**src/rtl/ramp_scan_peak.sv**
```systemverilog
// ramp_scan_peak: frames one half of the triangular ramp scan per window and
// tracks the maximum (or minimum) of a monitored signal inside that window.
// At window end the extremum value and the ramp value at its first
// occurrence are latched and announced with a single-cycle peak_valid.
module ramp_scan_peak #(
   parameter int R = 14
) (
   input  logic                clk,
   input  logic                rst,
   input  logic                enable,
   input  logic                clear,
   input  logic                mode,
   input  logic                scan_dir,
   input  logic [31:0]         max_len,
   input  logic signed [R-1:0] ramp_in,
   input  logic                trig_low,
   input  logic                trig_hig,
   input  logic signed [R-1:0] sig_in,
   output logic signed [R-1:0] peak_val,
   output logic signed [R-1:0] peak_ramp,
   output logic                peak_valid,
   output logic                scan_abort,
   output logic [15:0]         scan_cnt,
   output logic                busy,
   output logic [1:0]          state
);

   typedef enum logic [1:0] {
      IDLE = 2'd0,
      ARM  = 2'd1,
      SCAN = 2'd2
   } state_t;

   state_t              st;
   state_t              st_nxt;

   // window context, captured when the start trigger is accepted
   logic                mode_l;
   logic                dir_l;
   logic signed [R-1:0] best;
   logic signed [R-1:0] best_ramp;
   logic [31:0]         len;

   // ARM decodes triggers with the live direction, since that is the value
   // about to be latched; SCAN uses the latched one so pin changes mid-window
   // cannot move the window end.
   logic arm_start;
   logic arm_end;
   logic arm_go;
   logic scan_end;
   logic scan_tmo;
   logic better;
   logic signed [R-1:0] fin_val;
   logic signed [R-1:0] fin_ramp;

   assign arm_start = scan_dir ? trig_hig : trig_low;
   assign arm_end   = scan_dir ? trig_low : trig_hig;
   // both limits firing together means a degenerate scan range: ignore it
   assign arm_go    = arm_start && !arm_end;

   assign scan_end  = dir_l ? trig_low : trig_hig;
   // an end trigger on the timeout cycle still completes the window
   assign scan_tmo  = (max_len != 32'd0) && (len == max_len) && !scan_end;

   // strict compare keeps the earliest of equal samples
   assign better    = mode_l ? (sig_in < best) : (sig_in > best);
   assign fin_val   = better ? sig_in  : best;
   assign fin_ramp  = better ? ramp_in : best_ramp;

   // next-state decode: disable beats clear, clear beats normal sequencing
   always_comb begin
      st_nxt = st;
      if (!enable) begin
         st_nxt = IDLE;
      end else if (clear) begin
         st_nxt = ARM;
      end else begin
         case (st)
            IDLE:    st_nxt = ARM;
            ARM:     if (arm_go) st_nxt = SCAN;
            SCAN:    if (scan_end || scan_tmo) st_nxt = ARM;
            default: st_nxt = IDLE;
         endcase
      end
   end

   // state register with busy registered from the same next-state decode
   always_ff @(posedge clk) begin
      if (rst) begin
         st   <= IDLE;
         busy <= 1'b0;
      end else begin
         st   <= st_nxt;
         busy <= (st_nxt == SCAN);
      end
   end

   assign state = st;

   // window tracking, result latching and the single-cycle status pulses
   always_ff @(posedge clk) begin
      if (rst) begin
         peak_val   <= '0;
         peak_ramp  <= '0;
         peak_valid <= 1'b0;
         scan_abort <= 1'b0;
         scan_cnt   <= '0;
         mode_l     <= 1'b0;
         dir_l      <= 1'b0;
         best       <= '0;
         best_ramp  <= '0;
         len        <= '0;
      end else begin
         peak_valid <= 1'b0;
         scan_abort <= 1'b0;
         if (clear) begin
            peak_val  <= '0;
            peak_ramp <= '0;
            scan_cnt  <= '0;
         end else if (enable) begin
            case (st)
               ARM: begin
                  if (arm_go) begin
                     mode_l    <= mode;
                     dir_l     <= scan_dir;
                     best      <= sig_in;
                     best_ramp <= ramp_in;
                     len       <= 32'd1;
                  end
               end
               SCAN: begin
                  if (scan_end) begin
                     peak_val   <= fin_val;
                     peak_ramp  <= fin_ramp;
                     peak_valid <= 1'b1;
                     scan_cnt   <= scan_cnt + 16'd1;
                  end else if (scan_tmo) begin
                     scan_abort <= 1'b1;
                  end else begin
                     if (better) begin
                        best      <= sig_in;
                        best_ramp <= ramp_in;
                     end
                     if (len != 32'hFFFF_FFFF) len <= len + 32'd1;
                  end
               end
               default: ;
            endcase
         end
      end
   end

endmodule

```
**config.mk**
```make
export PLATFORM = sky130hd
export DESIGN_NAME = ramp_scan_peak
export DESIGN_NICKNAME = d
export VERILOG_FILES = /design/src/rtl/ramp_scan_peak.sv
export SDC_FILE = /design/constraint.sdc
export NUM_CORES = 1
export LEC_CHECK = 0
export BUFFER_PORTS_ARGS = -buffer_cell sky130_fd_sc_hd__buf_4
export CORE_MARGIN = 8
export CORE_UTILIZATION = 30
export CTS_BUF_LIST = sky130_fd_sc_hd__clkbuf_8 sky130_fd_sc_hd__clkbuf_16
export CTS_CLUSTER_SIZE = 16
export DETAILED_ROUTE_END_ITERATION = 7
export GPL_TIMING_DRIVEN = 0
export SYNTH_ARGS = -nofsm -noshare
export SYNTH_HDL_FRONTEND = slang
export SYNTH_SLANG_ARGS = --single-unit
```
**constraint.sdc**
```tcl
create_clock -name clk -period 2.3 [get_ports clk]
set_input_delay 0.115 -clock clk [delete_from_list [all_inputs] [get_ports clk]]
set_output_delay 0.115 -clock clk [all_outputs]
set_load 0.005 [all_outputs]
```
==> results of run 1 <==
## timing repair
action / 4_1_cts / 5_1_grt
pin swaps: 27 / 59
resized for setup: 53 / 90
setup endpoints to repair: 93 / 91
gates cloned: 2 / 2
setup buffers: 27 / 15
## final cells by class
type	count	area, µm²
Multi-Input combinational cell	517	3860
Timing Repair Buffer	157	1270
Clock inverter	7	77.6
Clock buffer	9	225
Buffer	31	233
Inverter	25	93.8
Sequential cell	111	2280
Tap cell	265	332
Fill cell	1980	11200
## power by group
part           switching, µW  internal, µW  total, µW
sequential              5.75          1920       1920
combinational            216           224        440
clock                    835           771       1610
total                   1060          2910       3970
## registers in the layout, indices dropped and copies added, names as in the netlist
signal      cells
best           14
best_ramp      14
busy            1
dir_l           1
len            32
mode_l          1
peak_ramp      14
peak_val       14
peak_valid      1
scan_abort      1
scan_cnt       16
state           2
## metrics by stage
step	setup TNS (ns)	util, %	cells	cell area [µm²]
3_5_place_dp	-31.89	36.8	1065	7180
2_1_floorplan	-1.44	-	686	5990
6_report	-6.81	42.8	1122	8370
5_1_grt	-17.07	42.8	1122	8370
4_1_cts	-1.84	40.6	1109	7920
3_3_place_gp	-30.74	36.8	1065	7180
## kinds of logic after synthesis
| kind of cell | after synthesis | synth area share [%] |
|---|---|---|
| xor gates and xnor gates | 51 | 7.47 |
| buffers and inverters | 58 | 4.52 |
| and+or+nand+nor | 260 | 25.2 |
| adders and majority gates | 16 | 3.35 |
| DFF | 111 | 37.1 |
| muxes | 63 | 10.5 |
| AOI/OAI and AO/OA | 127 | 11.8 |
## metal layers
layer | global-route usage (%) | up-vias | routed length [µm]
li1 | - | 2789 | -
met1 | 18.4 | 2597 | 8220
met2 | 23.5 | 150 | 8630
met3 | 3.84 | 32 | 1220
met4 | 4.62 | 2 | 352
met5 | 0 | - | 15
## path summary, 6_finish.rpt
kind | start | to | slack [ns] | depth (start not counted)
setup / recovery | max_len[24] | len[17] | -0.19 | 9
hold reg to reg | best_ramp[6] | best_ramp[6] | 0.48 | 2
setup reg to reg | best[9] | best[11] | -0.15 | 11
hold / removal | scan_dir | dir_l | 0.02 | 3
## worst max-delay path, cell delays in order
cell     delay (ns)
buf_4          0.12
nor4_1         0.53
nand4_1        0.18
nor2_1         0.42
or4_4          0.26
nand4_1        0.27
buf_4          0.26
or4_4          0.51
a21oi_2        0.12
## cell usage in the layout (no fill, tap or decap), drive strengths merged, types with 3 or more instances in the layout
cell type  count
nand2b        64
xnor2          9
xor2          42
dfxtp        111
inv           27
and2           5
and3          13
buf          168
nand3         14
clkinvlp       3
clkbuf        29
o21ai         46
nand4         31
or3           12
ha            16
o31ai          3
nor4          27
or4            3
mux2i         63
nor3          13
a21oi         60
nor2          38
nand2         28
nand4b         4
==> results.cfg, run 1 <==
[yosys]
synth_top_cell_by_area = dfxtp_1
synth_cell_type_count = 51
netlist.area_leader.share_pct = 37.1
yosys_warnings = 0
netlist_instances = 686
ys_seq_elements = 111
yosysMostFrequentCell = dfxtp_1
synth-main-ff-cell = dfxtp_1
avgSynthCellArea_um2 = 8.72
synth.area.top_cells = dfxtp_1, mux2i_1, nand2b_1, xor2_1, a21oi_1
ys_async_sr_fraction_pct = 0
synthTopCellsByCount = dfxtp_1, nand2b_1, mux2i_1
syn-cell-area_um2 = 5980
yosysSeqAreaShare_pct = 37.1
syn_nets = 770
synth_edf_count = 0

[finish]
drive_gt1_share_pct = 33.1
nNetsFinal = 936
diodes = 0
syn2layout_area_growth_pct = 39.8

[floorplanning]
rows = 51
coreArea_um2 = 19500
pin_count = 117
die_w_um = 157
die_area_um2 = 24700
start_util_pct = 30.6
die_y_um = 157

[timing]
finClkSkew_ns = 0.0126
relSlewSlack_pct = 54.0
fin_crit_ns = 2.49
worst_pin_slew_ns = 0.687
fin_hold_ws_ns = 0.0161
fin_ws_ns = -0.189
period_share_pct = 108
rsz0062_at_grt = true
drv_slew = 0
hold_viol = 0
clock.fmax_mhz = 402
finalSetupViolCount = 73

[clock_tree]
clock_latency_ns = 0.36
cts.path.max_buffers = 2
h-tree-depth = 3
cts_buffers = 9
cts_sinks = 111
cts_root_buf = clkbuf_16
cts_hold_buf = 0
cts_tree = yes
clk_pin_slew_ns = 0.09

[global_route]
overflow = 0
antenna_found_initial = 1
track_usage_pct = 14.5
grt_pass1_vias = 5620
grt_first_pass_wirelength_um = 28800
grt_max_degree = 22

[setup_path]
start_kind = primary input
required_ns = 2.60
endpoint_kind = register
cp_max_fo = 4
path_class = primary input to register
cp.arrival_ns = 2.79

[place]
place_congestion = 0.854
hpwl_um = 13300
port_buffers = 114
pre_cts_ws_ns = -0.521

[pwr]
power_density_nw_per_um2 = 475
p_leak_uw = 0.00326
power_uw = 3970
peakVddDrop_v = 0.000326

[routing]
wl_per_cell_um = 16.4
dr.first_iter.drc_count = 216
vias = 5570
wl_um = 18400
firstDrtPassIters = 5
drc = 0
final_antenna_net_count = 0
vias_per_cell = 4.96

[worst_hold_path]
holdCritPathClass = primary input to register

[status]
violations = negative setup slack
status = finished, violations left

[run]
drv_cap = 0
(Power assumes the default switching activity.)
==> run 2: changes to the inputs <==
CORE_ASPECT_RATIO = 2   (was unset)
==> run 2 against run 1 <==
  * The run still ends with negative setup slack left
  * Clock skew fell by 0.0040 ns
  * Sequential power is essentially flat
  * Total power is 4.2% higher
  * Non-clock buffer count up 7
  * First-iteration DRC count is 2.3% lower
  * Final area increased by 2.3%
  * Global-route usage up 1.6 points
  * Critical endpoint is now best[13]
  * Largest cell class unchanged
  * Highest routed layer is now met4
==> results.cfg, run 2 (synthesized netlist as in run 1, its figures left out) <==
[timing]
hold_viol = 0
setup_tns_ns = -6.88
clock.fmax_mhz = 402
rsz0062_at_grt = true
finClkSkew_ns = 0.00857
fin_ws_ns = -0.187
relSlewSlack_pct = 42.9
drv_slew = 0
fin_crit_ns = 2.49
period_share_pct = 108
finalSetupViolCount = 70
worst_pin_slew_ns = 0.854

[finish]
nNetsFinal = 943
diodes = 0
drive_gt1_share_pct = 34.1
syn2layout_area_growth_pct = 43.1
final_cell_mix = buf_4, dfxtp_1, nand2b_1
largest_reg_flops = 32
regMostFlops = len
multi_input_area_um2 = 3940
final_common_cell = buf_4
seqCellArea_um2 = 2270
fillers = 2015
reg_top3 = len x32, scan_cnt x16

[global_route]
overflow = 0
grt_max_degree = 19
grt_first_pass_wirelength_um = 31200
track_usage_pct = 16.1
antenna_found_initial = 0
grt_pass1_vias = 5878

[place]
place_congestion = 0.922
pre_cts_ws_ns = -0.690
port_buffers = 114
hpwl_um = 15200

[setup_path]
crit_chain = inv_1 -> ha_1 -> nand4_1 -> buf_4 -> o41ai_2 -> nor2_1 -> a32o_2 -> o311a_1 -> buf_6 -> buf_12 -> mux2i_2
cp.arrival_ns = 2.73
endpoint_kind = register
reg2reg_from = best[4]
slowest_delay_ns = 0.33
start_kind = register
reg2reg_depth = 11
required_ns = 2.54
path_class = register to register
endpoint = best[13]
cp_max_fo = 6
cp_slowest_cell = dfxtp_2
rrSetupSlack_ns = -0.19
r2r-end = best[13]
startpoint = best[4]

[clock_tree]
clk_pin_slew_ns = 0.08
clock_latency_ns = 0.35
cts_sinks = 111
cts_buffers = 9
cts_root_buf = clkbuf_16
cts.path.max_buffers = 2
cts_tree = yes
h-tree-depth = 3

[worst_hold_path]
holdCritPathClass = primary input to register

[floorplanning]
die_area_um2 = 25000
rows = 73
coreArea_um2 = 19700
start_util_pct = 30.3
pin_count = 117
die_y_um = 216
die_w_um = 116

[status]
violations = negative setup slack
status = finished, violations left

[run]
drv_cap = 0

[routing]
drc = 0
wl_per_cell_um = 18.1
wl_um = 20400
firstDrtPassIters = 4
vias = 5718
dr.first_iter.drc_count = 211
final_antenna_net_count = 0
vias_per_cell = 5.08

[pwr]
peakVddDrop_v = 0.000576
power_density_nw_per_um2 = 483
power_uw = 4140
p_leak_uw = 0.00333
[run 2: per-stage QoR]
step | util, % | hold slack (ns) | std cells | cell area, µm²
final | 43.4 | 0.0341 | 1126 | 8560
after global routing | 43.4 | 0.0312 | 1126 | 8560
after CTS | 40.6 | 0.0209 | 1103 | 8010
after detailed placement | 36.4 | 0.370 | 1062 | 7170
after global placement | 36.4 | 0.368 | 1062 | 7170
after floorplan | - | 0.259 | 686 | 5990
[run 2: critical path, delay by kind of cell (launching register included)]
family / cells / cell delay (ns)
buffers and inverters: 4 / 0.52
muxes: 1 / 0.14
DFF: 1 / 0.33
AOI/OAI and AO/OA: 3 / 0.90
adders and majority gates: 1 / 0.29
and+or+nand+nor: 2 / 0.19
[run 2: what timing repair did]
action,in CTS,in global routing
hold buffers,1,0
endpoints found under the hold margin,1,0
pin swaps,26,75
gates cloned,2,3
gates resized for setup,63,93
setup buffers,24,24
endpoints found under the setup margin,95,91
[run 2: how the worst min path moves through the flow]
stage	slack [ns]	startpoint	to	depth (start not counted)
global route	0.03	ramp_in[8]	best_ramp[8]	3
finish	0.03	ramp_in[8]	best_ramp[8]	3
global placement	0.37	scan_dir	dir_l	3
detailed placement	0.37	scan_dir	dir_l	3
CTS	0.02	ramp_in[10]	best_ramp[10]	3
floorplan	0.26	scan_dir	dir_l	2
[run 2: area by class of cell]
class                   instances  area share (%)
plain buffers                  28            2.41
clock buffers                   9            2.63
clock inverters                 7            1.13
inverters                      25            1.10
multi-input cells             517            46.0
flip-flops and latches        111            26.5
well taps                     262            3.83
repair buffers                167            16.4
[run 2: routing by layer]
layer	wire length [µm]	part of all wire, %	vias to the layer above	track usage, %
met5	0	0	-	0
met4	797	3.9	0	9.45
met3	938	4.6	43	3.10
met2	11700	57	159	30.7
met1	7010	34	2729	15.0
li1	-	-	2787	-
[run 2: where the power goes]
part           switching, µW  internal [µW]  leakage (µW)  total (µW)
Sequential              6.80           1920      0.000909        1930
Combinational            237            265       0.00227         502
Clock                    753            958      0.000148        1710
Total                    996           3140       0.00333        4140
==> run 3: changes to the inputs <==
CORE_ASPECT_RATIO = 0.8   (was 2)
==> run 3 against run 2 <==
  * The flow still finishes with violations (negative setup slack)
  * Combinational power shrank 3%
  * Non-clock buffer count is 12 lower
  * Sequential share of layout area grew 0.86 points
  * Die area shrank 0.99%
  * Final area fell by 2.9%
  * Sequential cell count unchanged
  * Clock skew is 0.0071 ns higher
  * Register-to-register slack hardly changed
  * Routed wire length decreased by 6.7%
==> results.cfg, run 3 (synthesized netlist as in run 1, its figures left out) <==
[routing]
dr.first_iter.drc_count = 335
vias_per_cell = 4.96
drc = 0
wl_um = 19000
firstDrtPassIters = 7
wl_per_cell_um = 17.1
vias = 5540
final_antenna_net_count = 0

[finish]
largest_reg_flops = 32
utilization_pct = 42.2
final_common_cell = buf_4
diodes = 0
regMostFlops = len
reg_top3 = len x32, scan_cnt x16
multi_input_area_um2 = 3800
layout.cells.non_filler = 1116
seqCellArea_um2 = 2270
nNetsFinal = 931
drive_gt1_share_pct = 31.8
final_cell_mix = buf_4, dfxtp_1, nand2b_1
syn2layout_area_growth_pct = 39.0
fillers = 1952

[clock_tree]
clk_pin_slew_ns = 0.09
h-tree-depth = 3
cts_buffers = 9
clock_latency_ns = 0.37
cts.path.max_buffers = 2
cts_tree = yes
cts_sinks = 111
cts_root_buf = clkbuf_16

[pwr]
share_seq_of_total_power_pct = 47.0
pwr-share-clk_pct = 41.1
p_switching_uw = 1130
power.share.combinational_pct = 11.9
power_density_nw_per_um2 = 494
p_int_uw = 2970
p_sw_share_pct = 27.5
peakVddDrop_v = 0.000309
p_leak_uw = 0.00327
power_uw = 4100

[floorplanning]
coreArea_um2 = 19700
pin_count = 117
die_area_um2 = 24700
die_y_um = 142
start_util_pct = 30.4
rows = 46
die_w_um = 174

[place]
pre_cts_ws_ns = -0.610
dp.cells = 1064
place_congestion = 0.862
port_buffers = 114
hpwl_um = 13400

[setup_path]
cp_max_fo = 5
endpoint_kind = register
path_class = register to register
cp.arrival_ns = 2.73
required_ns = 2.55
start_kind = register

[global_route]
busiest_layer = met2
globalRouteMet3Util_pct = 5.12
gr-usage-met1_pct = 20.0
antenna_found_initial = 0
grt_max_degree = 24
track_usage_pct = 14.8
overflow = 0
grt_pass1_vias = 5449
grt_first_pass_wirelength_um = 29600
met2_usage_pct = 22.1

[timing]
fin_crit_ns = 2.48
worst_pin_slew_ns = 0.746
fin_ws_ns = -0.182
finalSetupViolCount = 67
drv_slew = 0
relSlewSlack_pct = 50.1
finClkSkew_ns = 0.0157
hold_viol = 0
period_share_pct = 108
clock.fmax_mhz = 403
rsz0062_at_grt = true

[worst_hold_path]
holdCritPathClass = primary input to register

[status]
status = finished, violations left
violations = negative setup slack

[run]
drv_cap = 0
-- run 3: cell types whose count changed in the layout (fill, tap and decap cells not counted), sizes merged --
| cell | before | now |
|---|---|---|
| inv | 26 | 29 |
| clkinv | 1 | 3 |
| clkinvlp | 3 | 0 |
| bufinv | 2 | 0 |
| buf | 173 | 161 |
-- run 3: final timing paths --
kind         cells past startpoint  slack (ns)           from             to
max                             11       -0.18        best[8]        best[8]
min                              3        0.02     ramp_in[4]   best_ramp[4]
max reg2reg                     11       -0.18        best[8]        best[8]
min reg2reg                      2        0.47  best_ramp[13]  best_ramp[13]
-- run 3: power groups by stage --
stage / clock network [µW] / logic, µW / registers (µW)
final: 1690 / 489 / 1930
after global placement: 0 / 384 / 1980
after global routing: 1810 / 527 / 1930
after CTS: 1730 / 462 / 1930
after detailed placement: 0 / 386 / 1980
after floorplan: 0 / 203 / 1980
-- run 3: critical path: stages, from the launching register on --
cell       delay, ns
dfxtp_2         0.37
inv_1           0.05
ha_1            0.30
o21ai_2         0.17
a21oi_1         0.11
a21oi_1         0.15
a21bo_2         0.24
a32o_2          0.23
o311a_1         0.32
buf_8           0.16
clkbuf_16       0.16
mux2i_1         0.11
-- run 3: layout make-up --
class	instances	area share, %
Inverter	25	1.13
Tap cell	264	3.97
Multi-Input combinational cell	517	45.7
Clock buffer	9	2.71
Timing Repair Buffer	154	15.4
Sequential cell	111	27.4
Clock inverter	7	1.13
Buffer	29	2.60
-- run 3: per-stage QoR --
step	TNS, ns	area, µm²	hold slack (ns)
global route	-16.55	8310	0.000648
detailed placement	-35.43	7180	0.352
floorplan	-1.44	5990	0.259
finish	-7.25	8310	0.0167
global placement	-33.38	7180	0.354
CTS	-2.98	8020	0.00311
-- run 3: layer usage --
| metal | vias to the layer above | share of wire, % |
|---|---|---|
| li1 | 2772 | - |
| met5 | - | 0 |
| met2 | 152 | 44 |
| met4 | 0 | 1.1 |
| met1 | 2595 | 47 |
| met3 | 21 | 7.7 |
-- run 3: what timing repair did --
action                     4_1_cts  5_1_grt
setup endpoints to repair       93       92
hold buffers                     1        0
hold endpoints to repair         1        0
pin swaps                       50       24
setup buffers                   23       10
resized for setup               72       55
gates cloned                     4        2
